==> config.mk <==
export PLATFORM = sky130hd
export DESIGN_NAME = bcd_to_bin16_seq_flat
export DESIGN_NICKNAME = d
export VERILOG_FILES = /design/src/rtl/bcd_pkg.sv /design/src/rtl/bcd_to_bin16_seq_if.sv /design/src/rtl/bcd_digit_adj.sv /design/src/rtl/bcd_to_bin16_seq.sv /design/src/flat_wrapper.sv
export SDC_FILE = /design/constraint.sdc
export NUM_CORES = 1
export LEC_CHECK = 0
export CAP_MARGIN = 40
export CORE_ASPECT_RATIO = 1.75
export CORE_MARGIN = 2
export CORE_UTILIZATION = 55
export DETAILED_ROUTE_END_ITERATION = 10
export PLACE_DENSITY = 0.8
export SLEW_MARGIN = 20
export SYNTH_ARGS = -nofsm -noshare
export SYNTH_HDL_FRONTEND = slang
export SYNTH_HIERARCHICAL = 1
export SYNTH_SLANG_ARGS = --single-unit
==> constraint.sdc <==
create_clock -name clk -period 1.8 [get_ports clk]
set_clock_uncertainty 0.05 [all_clocks]
set_input_delay 0.45 -clock clk [delete_from_list [all_inputs] [get_ports clk]]
set_output_delay 0.45 -clock clk [all_outputs]
set_load 0.01 [all_outputs]
==> src/rtl/bcd_pkg.sv <==
// Shared definitions for the sequential BCD-to-binary converter.
// Holds the FSM state enumeration, default geometry and width constants.
package bcd_pkg;

    localparam int unsigned NDIG_DEF = 5;             // BCD input digits
    localparam int unsigned NBIN_DEF = 17;            // shift iterations
    localparam int unsigned DIG_W    = 4;             // bits per BCD digit
    localparam int unsigned BCD_W    = DIG_W * NDIG_DEF;
    localparam int unsigned OUT_W    = 16;            // clamped result width

    typedef enum logic [1:0] {
        ST_IDLE  = 2'd0,
        ST_SHIFT = 2'd1,
        ST_DONE  = 2'd2
    } state_e;

endpackage

==> src/rtl/bcd_to_bin16_seq_if.sv <==
// Request/result bus of the BCD-to-binary converter.
//   in_valid/in_ready/in_bcd : conversion request handshake and packed BCD operand
//   out_valid                : one-cycle pulse marking a new result
//   out_bin/out_ovf/out_err  : result, overflow and bad-digit flags (held)
// master: requester side; slave: converter side.
interface bcd_to_bin16_seq_if
    import bcd_pkg::*;
#(
    parameter int unsigned NDIG = NDIG_DEF
);

    logic                    in_valid;
    logic                    in_ready;
    logic [DIG_W*NDIG-1:0]   in_bcd;
    logic                    out_valid;
    logic [OUT_W-1:0]        out_bin;
    logic                    out_ovf;
    logic                    out_err;

    modport master (
        output in_valid,
        output in_bcd,
        input  in_ready,
        input  out_valid,
        input  out_bin,
        input  out_ovf,
        input  out_err
    );

    modport slave (
        input  in_valid,
        input  in_bcd,
        output in_ready,
        output out_valid,
        output out_bin,
        output out_ovf,
        output out_err
    );

endinterface

==> src/rtl/bcd_digit_adj.sv <==
// Per-digit correction for reverse double-dabble: a nibble that is 8 or more
// after the right shift had a ten carried into it, so subtract 3 (mod 16).
//   d_in    : shifted BCD nibble
//   d_out_c : corrected nibble (combinational)
module bcd_digit_adj
    import bcd_pkg::*;
(
    input  logic [DIG_W-1:0] d_in,
    output logic [DIG_W-1:0] d_out_c
);

    always_comb begin
        d_out_c = d_in;
        if (d_in >= DIG_W'(8)) begin
            d_out_c = d_in - DIG_W'(3);
        end
    end

endmodule

==> src/rtl/bcd_to_bin16_seq.sv <==
// Sequential packed-BCD to 16-bit binary converter (reverse double-dabble),
// one shift iteration per clock, NBIN iterations per conversion.
//   clk : sole clock, rising edge
//   rst : synchronous active-high reset
//   bus : request/result interface (slave side)
module bcd_to_bin16_seq
    import bcd_pkg::*;
#(
    parameter int unsigned NDIG = NDIG_DEF,
    parameter int unsigned NBIN = NBIN_DEF
) (
    input  logic                clk,
    input  logic                rst,
    bcd_to_bin16_seq_if.slave   bus
);

    localparam int unsigned W_BCD = DIG_W * NDIG;
    localparam int unsigned CNT_W = $clog2(NBIN + 1);

    state_e             state_q,     state_d;
    logic [W_BCD-1:0]   bcd_q,       bcd_d;
    logic [NBIN-1:0]    bin_q,       bin_d;
    logic [CNT_W-1:0]   cnt_q,       cnt_d;
    logic               err_q,       err_d;
    logic               in_ready_q,  in_ready_d;
    logic               out_valid_q, out_valid_d;
    logic [OUT_W-1:0]   out_bin_q,   out_bin_d;
    logic               out_ovf_q,   out_ovf_d;
    logic               out_err_q,   out_err_d;

    logic [W_BCD-1:0]   bcd_shift_c;
    logic [W_BCD-1:0]   bcd_adj_c;
    logic [NBIN-1:0]    bin_shift_c;
    logic               in_bad_c;
    logic               accept_c;

    // Right shift of the whole {bcd, bin} register by one bit.
    assign bcd_shift_c = bcd_q >> 1;
    assign bin_shift_c = {bcd_q[0], bin_q[NBIN-1:1]};

    // Digit correction after the shift, one adjuster per digit.
    for (genvar g = 0; g < NDIG; g++) begin : g_dig
        bcd_digit_adj u_adj (
            .d_in    (bcd_shift_c[DIG_W*g +: DIG_W]),
            .d_out_c (bcd_adj_c[DIG_W*g +: DIG_W])
        );
    end

    // Any nibble above 9 marks the operand as invalid BCD.
    always_comb begin
        in_bad_c = 1'b0;
        for (int unsigned i = 0; i < NDIG; i++) begin
            if (bus.in_bcd[DIG_W*i +: DIG_W] > DIG_W'(9)) begin
                in_bad_c = 1'b1;
            end
        end
    end

    assign accept_c = bus.in_valid & in_ready_q;

    // Next-state and datapath control.
    always_comb begin
        state_d   = state_q;
        bcd_d     = bcd_q;
        bin_d     = bin_q;
        cnt_d     = cnt_q;
        err_d     = err_q;
        out_bin_d = out_bin_q;
        out_ovf_d = out_ovf_q;
        out_err_d = out_err_q;

        unique case (state_q)
            ST_IDLE: begin
                if (accept_c) begin
                    state_d = ST_SHIFT;
                    bcd_d   = bus.in_bcd;
                    bin_d   = '0;
                    cnt_d   = CNT_W'(NBIN);
                    err_d   = in_bad_c;
                end
            end
            ST_SHIFT: begin
                bcd_d = bcd_adj_c;
                bin_d = bin_shift_c;
                cnt_d = cnt_q - CNT_W'(1);
                // Last iteration: publish the result from this shift.
                if (cnt_q == CNT_W'(1)) begin
                    state_d   = ST_DONE;
                    out_err_d = err_q;
                    out_bin_d = err_q ? '0 : bin_shift_c[OUT_W-1:0];
                    out_ovf_d = err_q ? 1'b0 : bin_shift_c[NBIN-1];
                end
            end
            ST_DONE: begin
                state_d = ST_IDLE;
            end
            default: begin
                state_d = ST_IDLE;
            end
        endcase

        // Handshake flags are registered decodes of the next state.
        in_ready_d  = (state_d == ST_IDLE);
        out_valid_d = (state_d == ST_DONE);
    end

    // State and datapath registers.
    always_ff @(posedge clk) begin
        if (rst) begin
            state_q     <= ST_IDLE;
            bcd_q       <= '0;
            bin_q       <= '0;
            cnt_q       <= '0;
            err_q       <= 1'b0;
            in_ready_q  <= 1'b1;
            out_valid_q <= 1'b0;
            out_bin_q   <= '0;
            out_ovf_q   <= 1'b0;
            out_err_q   <= 1'b0;
        end else begin
            state_q     <= state_d;
            bcd_q       <= bcd_d;
            bin_q       <= bin_d;
            cnt_q       <= cnt_d;
            err_q       <= err_d;
            in_ready_q  <= in_ready_d;
            out_valid_q <= out_valid_d;
            out_bin_q   <= out_bin_d;
            out_ovf_q   <= out_ovf_d;
            out_err_q   <= out_err_d;
        end
    end

    assign bus.in_ready  = in_ready_q;
    assign bus.out_valid = out_valid_q;
    assign bus.out_bin   = out_bin_q;
    assign bus.out_ovf   = out_ovf_q;
    assign bus.out_err   = out_err_q;

endmodule

==> src/flat_wrapper.sv <==
// flat-port wrapper written by rule: the top's interface ports become plain ports
module bcd_to_bin16_seq_flat import bcd_pkg::*;
#(
    parameter int unsigned NDIG = NDIG_DEF,
    parameter int unsigned NBIN = NBIN_DEF
)
  (clk, rst, bus_in_valid, bus_in_bcd, bus_in_ready, bus_out_valid, bus_out_bin, bus_out_ovf, bus_out_err);
  bcd_to_bin16_seq_if #(.NDIG(NDIG)) bus_i ();
  input  logic clk;
  input  logic rst;
  input wire logic [$bits(bus_i.in_valid)-1:0] bus_in_valid;
  input wire logic [$bits(bus_i.in_bcd)-1:0] bus_in_bcd;
  output wire logic [$bits(bus_i.in_ready)-1:0] bus_in_ready;
  output wire logic [$bits(bus_i.out_valid)-1:0] bus_out_valid;
  output wire logic [$bits(bus_i.out_bin)-1:0] bus_out_bin;
  output wire logic [$bits(bus_i.out_ovf)-1:0] bus_out_ovf;
  output wire logic [$bits(bus_i.out_err)-1:0] bus_out_err;
  assign bus_i.in_valid = bus_in_valid;
  assign bus_i.in_bcd = bus_in_bcd;
  assign bus_in_ready = bus_i.in_ready;
  assign bus_out_valid = bus_i.out_valid;
  assign bus_out_bin = bus_i.out_bin;
  assign bus_out_ovf = bus_i.out_ovf;
  assign bus_out_err = bus_i.out_err;
  bcd_to_bin16_seq #(.NDIG(NDIG), .NBIN(NBIN)) u_core (.clk(clk), .rst(rst), .bus(bus_i));
endmodule
==> impl_metrics.ini, run 1 <==
[pwr]
power.internal_uw = 2450
swShare_pct = 30.0
ir_worst_vdd_v = 0.000747
p_sw_uw = 1050
seqPwrFrac_pct = 46.4
power_density_mw_per_mm2 = 912
clkPwrFrac_pct = 33.6
p_leak_uw = 0.00140
power_frac_comb_pct = 20.1

[setup_path]
ff2ff_path_depth = 5
path_buf_inv = 1
cp.arrival_ns = 1.24
critPathLaunchType = register
worst-path-max-fanout = 2
crit_type = register to primary output
cp_data_required_time_ns = 1.30
cp-end-kind = primary output
cpLargestDelayFamily = buffers and inverters
critPathMaxStageDelay_ns = 0.55
worst_path_max_delay_cell = clkdlybuf4s50_1
crit_chain = clkdlybuf4s50_1
rrSetupSlack_ns = 0.08
reg2reg_to = u_core/bus.out_bin[10]$_SDFFE_PP0P_
timing.rr.start = u_core/cnt_q[1]$_SDFFE_PP0P_

[worst_hold_path]
hold_class = register to register
min_to = u_core/bus.out_bin[13]$_SDFFE_PP0P_
holdPathStages = 2
holdCritStartpoint = u_core/bus.out_bin[13]$_SDFFE_PP0P_

[global_route]
antenna_found_initial = 0
grtUsageMet3_pct = 4.35
grt_first_pass_wirelength_mm = 12.2
grt_busiest_layer = met2
gr-usage-met1_pct = 29.1
use_met2_pct = 40.1
grt_pass1_vias = 2712
grt_max_degree = 31
grt_usage_pct = 24.6
grt.overflow.total = 0

[finish]
fillCellCount = 469
nets = 443
drive_above_1_share_pct = 17.2
final-instance-count-excl-fill = 489
area_growth_pct = 22.2
antenna_cells = 0

[placed_design]
dp_hpwl_mm = 4.99
place_inst = 473
gp_congestion = 0.859
io_buffers = 42

[clock_tree]
cts.sinks = 64
numCtsBuffers = 9
cts_max_level = 3
clk_latency_ns = 0.34
cts-hold-fix-buffers = 0
cts_setup_buffers = 0
path_clk_slew_ns = 0.07
cts_buffer_depth = 2
clk_root_buffer_cell = clkbuf_8
cts_tree = built
post_cts_resized = 0

[logic_synthesis]
synth_seq_cells = 64
synth_top_family_by_area = compound AO/OA/AOI/OAI gates
synthSimpleGateAreaFrac_pct = 14.2
yosys.area_share.xor_xnor_pct = 2.79
synth_edf_count = 0
synthDistinctLibCells = 38
yosys_warnings = 6
synth_flop_cell = dfxtp_1
yosysSeqAreaShare_pct = 40.8
avgSynthCellArea_um2 = 8.64
syn_area_mm2 = 0.00314
synthCells = 363
synth_fa_ha_area_share_pct = 4.78
ys_async_sr_fraction_pct = 0
synth-compound-area-share_pct = 28.4
synth.area.mux_share_pct = 0

[floorplanning]
dieArea_mm2 = 0.00635
core_mm2 = 0.00554
start_util_pct = 56.6
io_pins = 43
die-width_um = 61.1
dieHeight_um = 104
placementRows = 36

[sta]
finalCriticalPeriod_ns = 1.74
tightest_slew_ns = 0.552
drv_slew = 0
finalSetupViolations = 0
max_slew_margin_pct = 63.2
hold_viol_final = 0
max_freq_ghz = 0.573
fin_crit_sh_pct = 96.9
grt_setup_unrepaired = yes
holdWs_ns = 0.413

[route]
num_vias = 2762
drc_errors = 0
wl_mm = 7.20
wl_per_cell_um = 14.7
ant_nets = 0
initialDrtViolationCount = 166
vias_per_cell = 5.65
drtPass1Iterations = 4

[run]
maxCapViolations = 0

[status]
outcome = finished clean
-- stage by stage --
step	TNS (ns)	power [uW]	setup slack, ns	utilization (%)	cell area [um2]
final	0	3500	0.0556	69.2	3830
after CTS	0	3520	0.0172	69.2	3830
after floorplan	0	2150	0.308	-	3150
after detailed placement	-0.965	2350	-0.0595	65.8	3640
after global placement	-0.213	2330	-0.0149	65.8	3640
after global routing	-0.0336	3690	-0.0205	69.2	3830
-- per-layer routing --
layer	up-vias	share of wire, %
met2	64	52
met1	1315	41
met3	19	3.8
met4	0	3.1
li1	1364	-
met5	-	0
-- Yosys cell counts, types with 2 or more instances --
cell | count | area share [%]
inv_1 | 30 | 3.6
a311oi_1 | 5 | 1.4
dfxtp_1 | 64 | 41
nor3_2 | 2 | 0.64
xnor2_1 | 5 | 1.4
nand3_1 | 3 | 0.48
or3_1 | 4 | 0.80
o211ai_1 | 2 | 0.48
nand2b_1 | 7 | 1.4
o21ai_0 | 16 | 2.6
o221a_2 | 15 | 5.4
clkbuf_1 | 11 | 1.3
xor2_1 | 5 | 1.4
ha_1 | 12 | 4.8
a21oi_1 | 65 | 10
buf_4 | 5 | 1.2
o21ai_1 | 11 | 1.8
nand2_1 | 33 | 3.9
o21ai_2 | 18 | 5.0
buf_2 | 8 | 1.3
nand4_1 | 17 | 3.4
nor2b_1 | 6 | 1.2
nor2_1 | 2 | 0.24
buf_6 | 3 | 1.1
-- layout by cell type, fill, tap and decap left out, types with 2 or more instances in the layout --
| cell type | count |
|---|---|
| a21oi_1 | 65 |
| a311oi_1 | 5 |
| buf_4 | 15 |
| clkbuf_8 | 9 |
| clkdlybuf4s50_1 | 40 |
| clkinv_2 | 4 |
| clkinvlp_4 | 2 |
| conb_1 | 5 |
| dfxtp_1 | 64 |
| ha_1 | 12 |
| inv_1 | 30 |
| nand2_1 | 33 |
| nand2b_1 | 7 |
| nand3_1 | 3 |
| nand4_1 | 17 |
| nor2_1 | 2 |
| nor2b_1 | 5 |
| nor3_2 | 2 |
| o211ai_1 | 2 |
| o21ai_0 | 16 |
| o21ai_1 | 11 |
| o21ai_2 | 18 |
| o221a_2 | 15 |
| or3_1 | 4 |
| xnor2_1 | 5 |
| xor2_1 | 5 |
-- worst reg2reg max path, cell delays in order, from the launching register on --
cell     delay [ns]
dfxtp_1        0.33
inv_1          0.08
ha_1           0.19
or4b_4         0.67
o21ai_2        0.19
a21oi_1        0.08
-- worst max path at each step --
| stage | startpoint | endpoint | slack [ns] | cells past startpoint |
|---|---|---|---|---|
| global route | u_core/cnt_q[1]$_SDFFE_PP0P_ | u_core/bus.out_bin[11]$_SDFFE_PP0P_ | -0.02 | 5 |
| finish | u_core/bus.out_bin[10]$_SDFFE_PP0P_ | bus_out_bin[10] | 0.06 | 1 |
| CTS | u_core/bus.in_ready$_SDFF_PP1_ | bus_in_ready | 0.02 | 1 |
| global placement | bus_in_valid | u_core/bcd_q[5]$_SDFFE_PP0P_ | -0.01 | 5 |
| detailed placement | bus_in_valid | u_core/bcd_q[9]$_SDFFE_PP0P_ | -0.06 | 5 |
| floorplan | u_core/cnt_q[1]$_SDFFE_PP0P_ | u_core/bus.out_err$_SDFFE_PP0P_ | 0.31 | 6 |
-- power groups by stage --
stage	combinational (uW)	sequential, uW	clock [uW]
6_report	702	1620	1170
5_1_grt	784	1640	1270
4_1_cts	699	1620	1200
3_5_place_dp	693	1650	0
3_3_place_gp	679	1650	0
2_1_floorplan	527	1620	0
-- registers in the layout, summed over array words and instances, names as in the netlist --
name                  count
u_core/bus.out_err        1
u_core/bus.out_bin       16
u_core/bin_q             16
u_core/bus.out_valid      1
u_core/state_q            2
u_core/bcd_q             20
u_core/err_q              1
u_core/bus.out_ovf        1
u_core/cnt_q              5
u_core/bus.in_ready       1
-- layout make-up --
cell class	instances	area, um2	share of cell area, %
inverters	31	118	3.07
clock inverters	6	60.1	1.57
well taps	76	95.1	2.48
repair buffers	58	551	14.4
flip-flops and latches	64	1280	33.4
clock buffers	10	128	3.33
multi-input cells	244	1600	41.8
-- logic make-up after synthesis --
logic type,Yosys count
DFF,64
other,1
AOI/OAI and AO/OA,138
buffers and inverters,59
adders and majority gates,12
and+or+nand+nor,79
xor gates and xnor gates,10
(Power assumes the default switching activity.)
==> run 2: changes to the inputs <==
Settings changed: ABC_CLOCK_PERIOD_IN_PS set to 1800.
==> results of run 2 <==
No change in the layout: final DEF, timing and power equal those of run 1.
==> run 3: changes to the inputs <==
Settings changed: ABC_CLOCK_PERIOD_IN_PS 1800 to 1450, CAP_MARGIN 40 to 25, CORE_UTILIZATION 55 to 49, PLACE_DENSITY 0.8 to 0.75, TNS_END_PERCENT set to 100.
Clock period 1.8 ns to 1.45 ns, I/O delays scaled along.
==> run 3 against run 2 <==
The run now ends with negative setup slack left. Highest routed layer unchanged. Total power rose by 36%. First-iteration DRC count rose by 11%. Critical endpoint is now u_core/bus.out_bin[15]$_SDFFE_PP0P_. Setup slack got worse by 0.14 ns. Sequential cell count did not move. Critical path depth rose by 5. Final area rose by 6.5%. Global-route usage fell by 1.9 points.
==> impl_metrics.ini, run 3 (synthesized netlist as in run 1, its figures left out) <==
[global_route]
grt_max_degree = 36
grt_first_pass_wirelength_mm = 12.4
grt_usage_pct = 22.7
grt.overflow.total = 0
grt_pass1_vias = 2768
antenna_found_initial = 0

[floorplanning]
core_mm2 = 0.00618
die-width_um = 64.5
io_pins = 43
placementRows = 38
dieArea_mm2 = 0.00709
start_util_pct = 50.8
dieHeight_um = 110

[status]
outcome = finished with violations
violations = negative setup slack

[finish]
final_cell_mix = a21oi_1 (64), dfxtp_1 (60), nand2_1 (33)
fin_util_pct = 66.1
final_common_cell = a21oi_1
nets = 457
largest_reg_flops = 20
drive_above_1_share_pct = 23.0
area_growth_pct = 30.1
top_register = u_core/bcd_q
stdcell_area_mm2 = 0.00408
antenna_cells = 0

[sta]
max_freq_ghz = 0.654
drv_slew = 0
finalSetupViolations = 18
tns_ns = -1.10
hold_viol_final = 0
timing.final.ws_setup_ns = -0.0798
finalCriticalPeriod_ns = 1.53
grt_setup_unrepaired = yes
fin_crit_sh_pct = 106

[worst_hold_path]
hold_class = input pin to register

[route]
top_layer = met4
wl_mm = 7.43
wl_met3_um = 323
drc_errors = 0
initialDrtViolationCount = 184
ant_nets = 0
num_vias = 2792
wl_per_cell_um = 14.6
drtPass1Iterations = 5
wl_met1_mm = 3.04
met2_length_mm = 3.94
vias_per_cell = 5.51

[setup_path]
cp.arrival_ns = 1.71
worst-path-max-fanout = 20
cp_data_required_time_ns = 1.63
critPathLaunchType = register
crit_type = register to register
rrSetupSlack_ns = -0.08
cp-end-kind = register

[clock_tree]
cts_max_level = 3
cts_tree = built
cts.sinks = 64
numCtsBuffers = 9
clk_root_buffer_cell = clkbuf_8
cts_buffer_depth = 2
cts_setup_buffers = 0
cts-hold-fix-buffers = 0
clk_latency_ns = 0.36
path_clk_slew_ns = 0.07

[placed_design]
placed_area_mm2 = 0.00386
io_buffers = 42
gp_congestion = 0.818
dp_hpwl_mm = 5.00
dp_slack_ns = -0.275

[pwr]
power.internal_uw = 3370
power_uw = 4750
p_leak_uw = 0.00161
power_density_mw_per_mm2 = 1160
swShare_pct = 29.0
p_sw_uw = 1370
power_frac_comb_pct = 21.8
seqPwrFrac_pct = 42.2
ir_worst_vdd_v = 0.000621
clkPwrFrac_pct = 36.0

[run]
maxCapViolations = 0
-- run 3: final cells by class --
class                      instances  area (um2)
timing repair buffer              72         712
tap                               80         100
multi-input combinational        244        1650
sequential                        64        1290
fill                             534        2100
inverter                          31         118
clock buffer                      10         138
clock inverter                     6        82.6
-- run 3: metrics by stage --
stage / instances / hold slack, ns
2_1_floorplan: 367 / 0.392
3_3_place_gp: 491 / 0.398
3_5_place_dp: 491 / 0.404
4_1_cts: 507 / 0.234
5_1_grt: 507 / 0.294
6_report: 507 / 0.261
-- run 3: layer usage --
metal  track usage, %  vias to the layer above
met1             24.1                     1330
li1                 -                     1393
met2             41.7                       62
met5                0                        -
met3             5.94                        7
met4             9.88                        0
-- run 3: worst paths after layout --
kind                                       startpoint                                  end  depth (start not counted)
setup / recovery         u_core/cnt_q[1]$_SDFFE_PP0P_  u_core/bus.out_bin[15]$_SDFFE_PP0P_                          6
hold / removal                                    rst       u_core/bus.in_ready$_SDFF_PP1_                          2
setup reg to reg         u_core/cnt_q[1]$_SDFFE_PP0P_  u_core/bus.out_bin[15]$_SDFFE_PP0P_                          6
hold reg to reg   u_core/bus.out_bin[13]$_SDFFE_PP0P_  u_core/bus.out_bin[13]$_SDFFE_PP0P_                          2
-- run 3: power by group through the flow --
stage / Clock [uW] / Sequential (uW) / Combinational [uW]
2_1_floorplan: 0 / 2020 / 662
3_3_place_gp: 0 / 2040 / 980
3_5_place_dp: 0 / 2040 / 1010
4_1_cts: 1730 / 2000 / 1030
5_1_grt: 1810 / 2020 / 1140
6_report: 1710 / 2000 / 1040
-- run 3: repair_timing --
action,4_1_cts,5_1_grt
gates resized for setup,25,7
endpoints found under the setup margin,39,23
pin swaps,0,2
-- run 3: critical path: stages (launching register included) --
cell	delay [ns]
dfxtp_2	0.33
inv_2	0.06
ha_4	0.12
or4b_4	0.47
buf_12	0.18
o21ai_2	0.12
a21oi_1	0.07
